<file path="src/rtl/mbist_pkg.sv">
// mbist_pkg: shared defaults and types for the MBIST datapath
package mbist_pkg;
  localparam int ADDR_W_DEF = 4;
  localparam int DATA_W_DEF = 8;
  localparam int RD_LAT_MAX = 4;
  localparam int FAIL_CNT_W = 8;
  typedef struct packed {
    logic                  vld;
    logic                  exp;
    logic [ADDR_W_DEF-1:0] addr;
  } pipe_ent_t;
endpackage

</file>
<file path="src/rtl/mbist_datapath_rd_pipe.sv">
// mbist_rd_pipe: LAT-deep delay line whose entries (valid included) clear on rst
module mbist_rd_pipe #(
  parameter int W   = 2,
  parameter int LAT = 1
) (
  input  logic         clk,
  input  logic         rst,
  input  logic [W-1:0] din,
  output logic [W-1:0] dout
);
  logic [W-1:0] pipe_q [LAT];
  logic [W-1:0] pipe_d [LAT];
  always_comb begin
    pipe_d[0] = din;
    for (int i = 1; i < LAT; i++) pipe_d[i] = pipe_q[i-1];
  end
  always_ff @(posedge clk) begin
    for (int i = 0; i < LAT; i++) pipe_q[i] <= rst ? '0 : pipe_d[i];
  end
  assign dout = pipe_q[LAT-1];
endmodule

</file>
<file path="src/rtl/mbist_datapath.sv">
// mbist_datapath: BIST address counter, strobes and latency-aligned compare; MBIST_FAIL_LOG_EN adds a fail log
module mbist_datapath
  import mbist_pkg::*;
#(
  parameter int ADDR_W = ADDR_W_DEF,
  parameter int DATA_W = DATA_W_DEF,
  parameter int RD_LAT = 1
) (
  input  logic              clk,
  input  logic              rst,
  input  logic              reset,
  input  logic              preset,
  input  logic              en,
  input  logic              up_down,
  input  logic              read,
  input  logic              write,
  input  logic              data,
  output logic              carry,
  output logic              is_equal,
  output logic [ADDR_W-1:0] mem_addr,
  output logic              mem_we,
  output logic              mem_re,
  output logic [DATA_W-1:0] mem_wdata,
  input  logic [DATA_W-1:0] mem_rdata
`ifdef MBIST_FAIL_LOG_EN
  ,
  input  logic                  clr_log,
  output logic                  fail_vld,
  output logic [ADDR_W-1:0]     fail_addr,
  output logic [FAIL_CNT_W-1:0] fail_cnt
`endif
);
  logic [ADDR_W-1:0] addr_q, addr_d;
  logic              cmp_vld, cmp_exp;
  always_comb begin
    addr_d = reset ? '0 : preset ? '1 : en ? (up_down ? addr_q + ADDR_W'(1) : addr_q - ADDR_W'(1)) : addr_q;
  end
  always_ff @(posedge clk) begin
    addr_q <= rst ? '0 : addr_d;
  end
  assign carry     = up_down ? (addr_q == '1) : (addr_q == '0);
  assign mem_addr  = addr_q;
  assign mem_we    = write & en;
  assign mem_re    = read & en;
  assign mem_wdata = {DATA_W{data}};
  assign is_equal  = !(cmp_vld && mem_rdata != {DATA_W{cmp_exp}});
`ifdef MBIST_FAIL_LOG_EN
  localparam int PW = ADDR_W + 2;
  logic [PW-1:0]         pipe_in, pipe_out;
  logic [ADDR_W-1:0]     cmp_addr;
  logic                  fail_vld_q, fail_vld_d;
  logic [ADDR_W-1:0]     fail_addr_q, fail_addr_d;
  logic [FAIL_CNT_W-1:0] fail_cnt_q, fail_cnt_d;
  assign pipe_in = {mem_re, data, addr_q};
  assign {cmp_vld, cmp_exp, cmp_addr} = pipe_out;
  always_comb begin
    fail_vld_d  = clr_log ? 1'b0 : fail_vld_q | ~is_equal;
    fail_addr_d = clr_log ? '0 : (~is_equal && !fail_vld_q) ? cmp_addr : fail_addr_q;
    fail_cnt_d  = clr_log ? '0 : (~is_equal && fail_cnt_q != '1) ? fail_cnt_q + FAIL_CNT_W'(1) : fail_cnt_q;
  end
  always_ff @(posedge clk) begin
    fail_vld_q  <= rst ? 1'b0 : fail_vld_d;
    fail_addr_q <= rst ? '0 : fail_addr_d;
    fail_cnt_q  <= rst ? '0 : fail_cnt_d;
  end
  assign fail_vld  = fail_vld_q;
  assign fail_addr = fail_addr_q;
  assign fail_cnt  = fail_cnt_q;
`else
  localparam int PW = 2;
  logic [PW-1:0] pipe_in, pipe_out;
  assign pipe_in = {mem_re, data};
  assign {cmp_vld, cmp_exp} = pipe_out;
`endif
  mbist_rd_pipe #(.W(PW), .LAT(RD_LAT)) u_pipe (
    .clk  (clk),
    .rst  (rst),
    .din  (pipe_in),
    .dout (pipe_out)
  );
endmodule
</file>
<file path="config.mk">
export PLATFORM = sky130hd
export DESIGN_NAME = mbist_datapath
export DESIGN_NICKNAME = d
export VERILOG_FILES = /design/src/rtl/mbist_pkg.sv /design/src/rtl/mbist_datapath_rd_pipe.sv /design/src/rtl/mbist_datapath.sv
export SDC_FILE = /design/constraint.sdc
export NUM_CORES = 1
export LEC_CHECK = 0
export CAP_MARGIN = 10
export CORE_MARGIN = 2
export CORE_UTILIZATION = 35
export CTS_BUF_LIST = sky130_fd_sc_hd__clkbuf_4 sky130_fd_sc_hd__clkbuf_8
export CTS_CLUSTER_DIAMETER = 100
export DETAILED_ROUTE_END_ITERATION = 10
export GPL_TIMING_DRIVEN = 0
export PLACE_DENSITY = 0.76
export SYNTH_ARGS = -nofsm -noshare
export SYNTH_HDL_FRONTEND = slang
export SYNTH_HIERARCHICAL = 1
export SYNTH_SLANG_ARGS = --single-unit
</file>
<file path="constraint.sdc">
create_clock -name clk -period 2 [get_ports clk]
set_input_delay 0.5 -clock clk [delete_from_list [all_inputs] [get_ports clk]]
set_output_delay 0.5 -clock clk [all_outputs]
set_load 0.05 [all_outputs]
</file>
==> results of run 1 <==
==> stage by stage <==
stage / total power [mW] / setup WS (ns)
3_3_place_gp: 0.3349 / -0.8037
2_1_floorplan: 0.2587 / 0.1158
6_report: 0.4443 / 0.05213
4_1_cts: 0.4481 / 0.007903
5_1_grt: 0.4735 / 0.002365
3_5_place_dp: 0.3372 / -0.8317
==> final timing paths <==
check	from	end	slack [ns]	depth (start not counted)
max	read	mem_re	0.05	3
min reg2reg	mem_addr[0]$_SDFFE_PP0P_	mem_addr[0]$_SDFFE_PP0P_	0.71	2
min	en	mem_addr[3]$_SDFFE_PP0P_	0.56	3
max reg2reg	mem_addr[0]$_SDFFE_PP0P_	mem_addr[1]$_SDFFE_PP0P_	0.52	3
==> kinds of logic after synthesis <==
| family | count (synthesis) | share of synthesized area |
|---|---|---|
| AO/OA/AOI/OAI | 9 | 0.1402 |
| AND/OR/NAND/NOR | 24 | 0.3013 |
| buffers and inverters | 10 | 0.1558 |
| multiplexers | 1 | 0.02337 |
| adder cells (fa/ha/maj) | 3 | 0.09350 |
| XOR/XNOR | 2 | 0.03637 |
| flip-flops | 6 | 0.2494 |
==> per-layer routing <==
| layer | up-vias | global-route usage | share of wire |
|---|---|---|---|
| li1 | 261 | - | - |
| met1 | 224 | 0.1942 | 0.44 |
| met2 | 18 | 0.2500 | 0.45 |
| met3 | 3 | 0.06522 | 0.088 |
| met4 | 0 | 0.09677 | 0.023 |
| met5 | - | 0 | 0 |
==> flip-flops by register name (all words and copies together), names as in the netlist <==
name	flops
mem_addr	4
u_pipe/pipe_q	2
==> tightest hold or removal path, delay by kind of cell <==
family                 cells  cell delay (ns)
and+or+nand+nor            1             0.09
AOI/OAI and AO/OA          1             0.08
buffers and inverters      1             0.10
==> power by group <==
group	internal, mW	switching (mW)
sequential	0.127	0.00969
combinational	0.0808	0.108
clock	0.0683	0.0501
total	0.276	0.168
==> area by class of cell <==
type / instances / area share
timing repair buffer: 31 / 0.3667
sequential: 6 / 0.1414
tap: 15 / 0.02209
inverter: 1 / 0.004418
multi-input combinational: 39 / 0.3549
buffer: 9 / 0.08395
clock buffer: 3 / 0.02651
==> repair_timing <==
| item | CTS | global route |
|---|---|---|
| gates resized for setup | 63 | 5 |
| buffers inserted | 0 | 0 |
| pin swaps | 3 | 1 |
| endpoints found under the setup margin | 15 | 3 |
==> placed cells by master (no fill, tap or decap), types with 2 or more instances in the layout <==
cell | synthesis | routed
a21oi_1 | 2 | 2
and2_2 | 2 | 2
buf_4 | 8 | 8
buf_6 | 1 | 2
clkbuf_4 | 0 | 3
clkdlybuf4s15_2 | 0 | 4
clkdlybuf4s18_2 | 0 | 6
clkdlybuf4s50_1 | 0 | 5
dfxtp_1 | 6 | 6
dlygate4sd2_1 | 0 | 12
dlymetal6s2s_1 | 0 | 2
ha_1 | 2 | 2
nand2_1 | 2 | 2
nand3_1 | 4 | 3
nand4_1 | 2 | 2
nor2_1 | 3 | 3
nor2b_1 | 2 | 2
o21a_1 | 3 | 3
or3_1 | 2 | 2
==> flow_summary.json, run 1 <==
{
  "status": "completed",
  "drc": 0,
  "setup_tns_ns": 0,
  "syn_avg_cell_area_sq_um": 8.758,
  "yosysMostFrequentCell": "buf_4",
  "gp_congestion": 0.6793,
  "place_area_sq_um": 814.5,
  "die_w_um": 41.10,
  "worst_path_largest_cell_delay_ns": 0.44,
  "synthFlopType": "dfxtp_1",
  "drive_above_1_share": 0.3708,
  "cts_buffers": 3,
  "slew_headroom": 0.6653,
  "portBuffers": 31,
  "ys_seq_area_frac": 0.2494,
  "clkSinkCount": 6,
  "area_delta_synth_final_pct": 76.36,
  "yosysUniqueCellTypes": 28,
  "postRouteAntennaNets": 0,
  "ios": 33,
  "path_buf_inv": 2,
  "slew_violations": 0,
  "regArea_sq_um": 120.1,
  "avgViaCountPerCell": 4.865,
  "fin_crit_sh": 0.9739,
  "synth_commonest_cells": "buf_4 (8), dfxtp_1 (6), nand3_1 (4)",
  "htreeDepth": 1,
  "synth-seq-cells": 6,
  "initial_utilization": 0.3702,
  "overflow": 0,
  "clk_pin_slew_worst_paths_ns": 0.05,
  "fp.dieH_um": 41.10,
  "finalCriticalPeriod_ns": 1.948,
  "fin_util": 0.6529,
  "clock_path_buffers": 2,
  "synth_area_sq_um": 481.7,
  "drt_iter0_drc": 4,
  "finClkSkew_ns": 0.007654,
  "cts-root-buf": "clkbuf_4",
  "crit_slowest_cell": "clkdlybuf4s50_1",
  "crit_path_end_kind": "output pin",
  "clock_latency_ns": 0.26,
  "synth_warnings": 6,
  "syn-num-nets": 75,
  "grt_pass1_wl_mm": 1.759,
  "hold_buffers": 0,
  "yosys.area.top_type": "dfxtp_1",
  "grt_pass1_vias": 450,
  "synth_top_area_frac": 0.2494,
  "setup_violations": 0,
  "antenna_cells": 0,
  "core-area_sq_um": 1301,
  "final_cells": 104,
  "drt_pass1_iterations": 3,
  "num-fill-cells": 128,
  "p_leak_nw": 0.4005,
  "antenna_found_initial": 0,
  "hold-worst-slack_ns": 0.5557,
  "hp-class": "in -> reg",
  "power_per_cell_area_nw_per_um2": 523.0,
  "vias": 506,
  "post_drt_wl_per_cell_um": 11.20,
  "rsz0062_at_grt": "false",
  "path_class": "in -> out",
  "placed_cells": 101,
  "crit_path_cell_trace": "clkdlybuf4s50_1 > and2_2 > clkdlybuf4s15_2",
  "final_nets": 111,
  "fmax_mhz": 513.4,
  "place.detailed.hpwl_um": 911.3,
  "worst_ep_arrival_time_ns": 1.45,
  "worstPathRequired_ns": 1.50,
  "synth_edf_count": 0,
  "synthCells": 55,
  "maxCapViolations": 0,
  "netlist_top_cells_area": "dfxtp_1 (25%), buf_4 (12%), ha_1 (5.2%), o21a_1 (4.7%), fa_1 (4.2%)",
  "worst_slew_pin_slew_ns": 0.5012,
  "die-area_sq_um": 1689,
  "grt_max_degree": 10,
  "peakVddDrop_mv": 0.3676,
  "start_kind": "primary input",
  "grt_use_total": 0.1650,
  "cts_tree": "done",
  "finalWirelength_mm": 1.165,
  "critical_path.top_delay_family": "buffers and inverters",
  "rows": 13,
  "multi_input_comb_area_sq_um": 301.5,
  "fin_area_sq_um": 849.6,
  "async_reset_ff_frac": 0,
  "hold_viol_final": 0,
  "worst-path-max-fanout": 2
}
No activity file was read; power rests on OpenSTA's default activity.
==> run 2, diff against run 1 <==
Clock period 2 ns to 2.1 ns, I/O delays scaled along.
==> run 2 against run 1 <==
Clock power decreased by 4%. Sequential power decreased by 5%. Combinational power decreased by 5%. Register-to-register slack improved by 0.12 ns. Cell area decreased by 1.3%. Power decreased by 5.1%. Cell count unchanged. Clock-buffer cell count unchanged. Die area unchanged. Sequential share of layout area increased by 0.19 points. Critical endpoint is now carry.
==> flow_summary.json, run 2 (same netlist as run 1, synthesis figures left out) <==
{
  "status": "completed",
  "fmax_mhz": 493.1,
  "hold_end": "mem_addr[3]$_SDFFE_PP0P_",
  "grt_pass1_wl_mm": 1.759,
  "final_nets": 111,
  "worstPathRequired_ns": 1.57,
  "p_leak_nw": 0.3969,
  "rows": 13,
  "power_per_cell_area_nw_per_um2": 502.9,
  "slew_headroom": 0.6659,
  "regArea_sq_um": 120.1,
  "cts_tree": "done",
  "power_frac_seq": 0.308,
  "antenna_cells": 0,
  "gp_congestion": 0.6793,
  "worst_slew_pin_slew_ns": 0.5004,
  "p_comb_frac": 0.424,
  "worst-path-max-fanout": 5,
  "crit_path_cell_trace": "clkdlybuf4s50_1 > inv_2 > o21ai_2 > buf_4",
  "grt_use_total": 0.1650,
  "ios": 33,
  "path_class": "in -> out",
  "grt_max_degree": 10,
  "clk_pin_slew_worst_paths_ns": 0.05,
  "clock_latency_ns": 0.26,
  "pre_cts_ws_ns": -0.7817,
  "worst_ep_arrival_time_ns": 1.50,
  "reg2reg_slack_ns": 0.64,
  "fin_crit_sh": 0.9657,
  "post_drt_wl_per_cell_um": 10.87,
  "cts_buffers": 3,
  "setup_violations": 0,
  "cts_setup_buffers": 0,
  "largest_register_ffs": 4,
  "core-area_sq_um": 1301,
  "layout_commonest_cell": "dlygate4sd2_1",
  "critical_path.top_delay_family": "buffers and inverters",
  "drt_iter0_drc": 6,
  "die-area_sq_um": 1689,
  "avgViaCountPerCell": 4.837,
  "crit_path_end_kind": "output pin",
  "p_sw_mw": 0.1587,
  "antenna_found_initial": 0,
  "setup_tns_ns": 0,
  "portBuffers": 31,
  "maxCapViolations": 0,
  "slew_violations": 0,
  "worst_path_largest_cell_delay_ns": 0.55,
  "finClkSkew_ns": 0.007868,
  "peakVddDrop_mv": 0.3387,
  "htreeDepth": 1,
  "holdPathStages": 3,
  "overflow": 0,
  "worst_slack_ns": 0.07205,
  "area_delta_synth_final_pct": 74.03,
  "mostFrequentLayoutCells": "dlygate4sd2_1 (10), buf_4 (9), clkdlybuf4s50_1 (7), dfxtp_1 (6), clkdlybuf4s18_2 (6)",
  "fp.dieH_um": 41.10,
  "grt_pass1_vias": 450,
  "start_kind": "primary input",
  "hp-class": "in -> reg",
  "min_from": "en",
  "met2_usage": 0.2500,
  "initial_utilization": 0.3702,
  "drt_pass1_iterations": 3,
  "p_int_mw": 0.2629,
  "postRouteAntennaNets": 0,
  "place.detailed.hpwl_um": 911.3,
  "busiest_layer": "met2",
  "grt_use_met1": 0.1942,
  "reg2reg_depth": 3,
  "path_buf_inv": 3,
  "switching_share": 0.3765,
  "finalCriticalPeriod_ns": 2.028,
  "rsz0062_at_grt": "false",
  "crit_slowest_cell": "clkdlybuf4s50_1",
  "hold_buffers": 0,
  "die_w_um": 41.10,
  "drive_above_1_share": 0.3596,
  "pwr-share-clk": 0.268,
  "clock_path_buffers": 2,
  "vias": 503,
  "hold_viol_final": 0,
  "multi_input_comb_area_sq_um": 295.3,
  "clkSinkCount": 6,
  "drc": 0,
  "cts-root-buf": "clkbuf_4",
  "timing.rr.start": "mem_addr[0]$_SDFFE_PP0P_",
  "finalWirelength_mm": 1.130,
  "use_met3": 0.06522,
  "num-fill-cells": 128,
  "regToRegEndpoint": "mem_addr[1]$_SDFFE_PP0P_"
}
-- run 2: changes by cell type in the layout (fill, tap and decap cells not counted) --
cell / delta
clkdlybuf4s50_1: +2
dlygate4sd2_1: -2
buf_4: +1
buf_8: -1
nor4_1: +1
nor4_2: -1
-- run 2: timing repair --
item / 4_1_cts / 5_1_grt
resized for setup: 60 / 3
setup endpoints to repair: 13 / 3
pin swaps: 3 / 0
-- run 2: final cells by class --
cell class | instances | share of cell area
multi-input cells | 39 | 0.3522
flip-flops and latches | 6 | 0.1433
repair buffers | 31 | 0.3657
well taps | 15 | 0.02239
clock buffers | 3 | 0.02687
inverters | 1 | 0.004478
plain buffers | 9 | 0.08507
-- run 2: worst max-delay path by stage --
stage	startpoint	endpoint	slack [ns]	cells after the start
detailed placement	mem_rdata[4]	is_equal	-0.78	5
finish	up_down	carry	0.07	4
global placement	mem_rdata[4]	is_equal	-0.75	5
CTS	up_down	carry	0.02	5
floorplan	mem_addr[0]$_SDFFE_PP0P_	carry	0.19	2
global route	up_down	carry	0.02	4
-- run 2: per-stage QoR --
step	instance area [sq um]	total power, mW	cells	hold slack [ns]	utilization
floorplan	485.5	0.2464	55	0.5966	-
global route	838.3	0.4488	104	0.6221	0.6442
CTS	833.3	0.4283	104	0.5810	0.6404
global placement	814.5	0.3189	101	0.6740	0.6260
finish	838.3	0.4216	104	0.5828	0.6442
detailed placement	814.5	0.3211	101	0.6825	0.6260
-- run 2: tightest hold or removal path: stages --
cell and delay [ns]:
buf_6 0.10, o31ai_1 0.08, nor3_2 0.09
-- run 2: power by group through the flow --
stage          clock network (mW)  registers, mW  logic, mW
2_1_floorplan                   0          0.147     0.0995
3_3_place_gp                    0          0.132      0.187
3_5_place_dp                    0          0.132      0.189
4_1_cts                     0.118          0.130      0.180
5_1_grt                     0.125          0.131      0.193
6_report                    0.113          0.130      0.179
-- run 2: per-layer routing --
layer  up-vias  routed length, um
met5         -                  0
met4         0                 27
met3         3                103
met2        18                513
met1       220                486
li1        262                  -
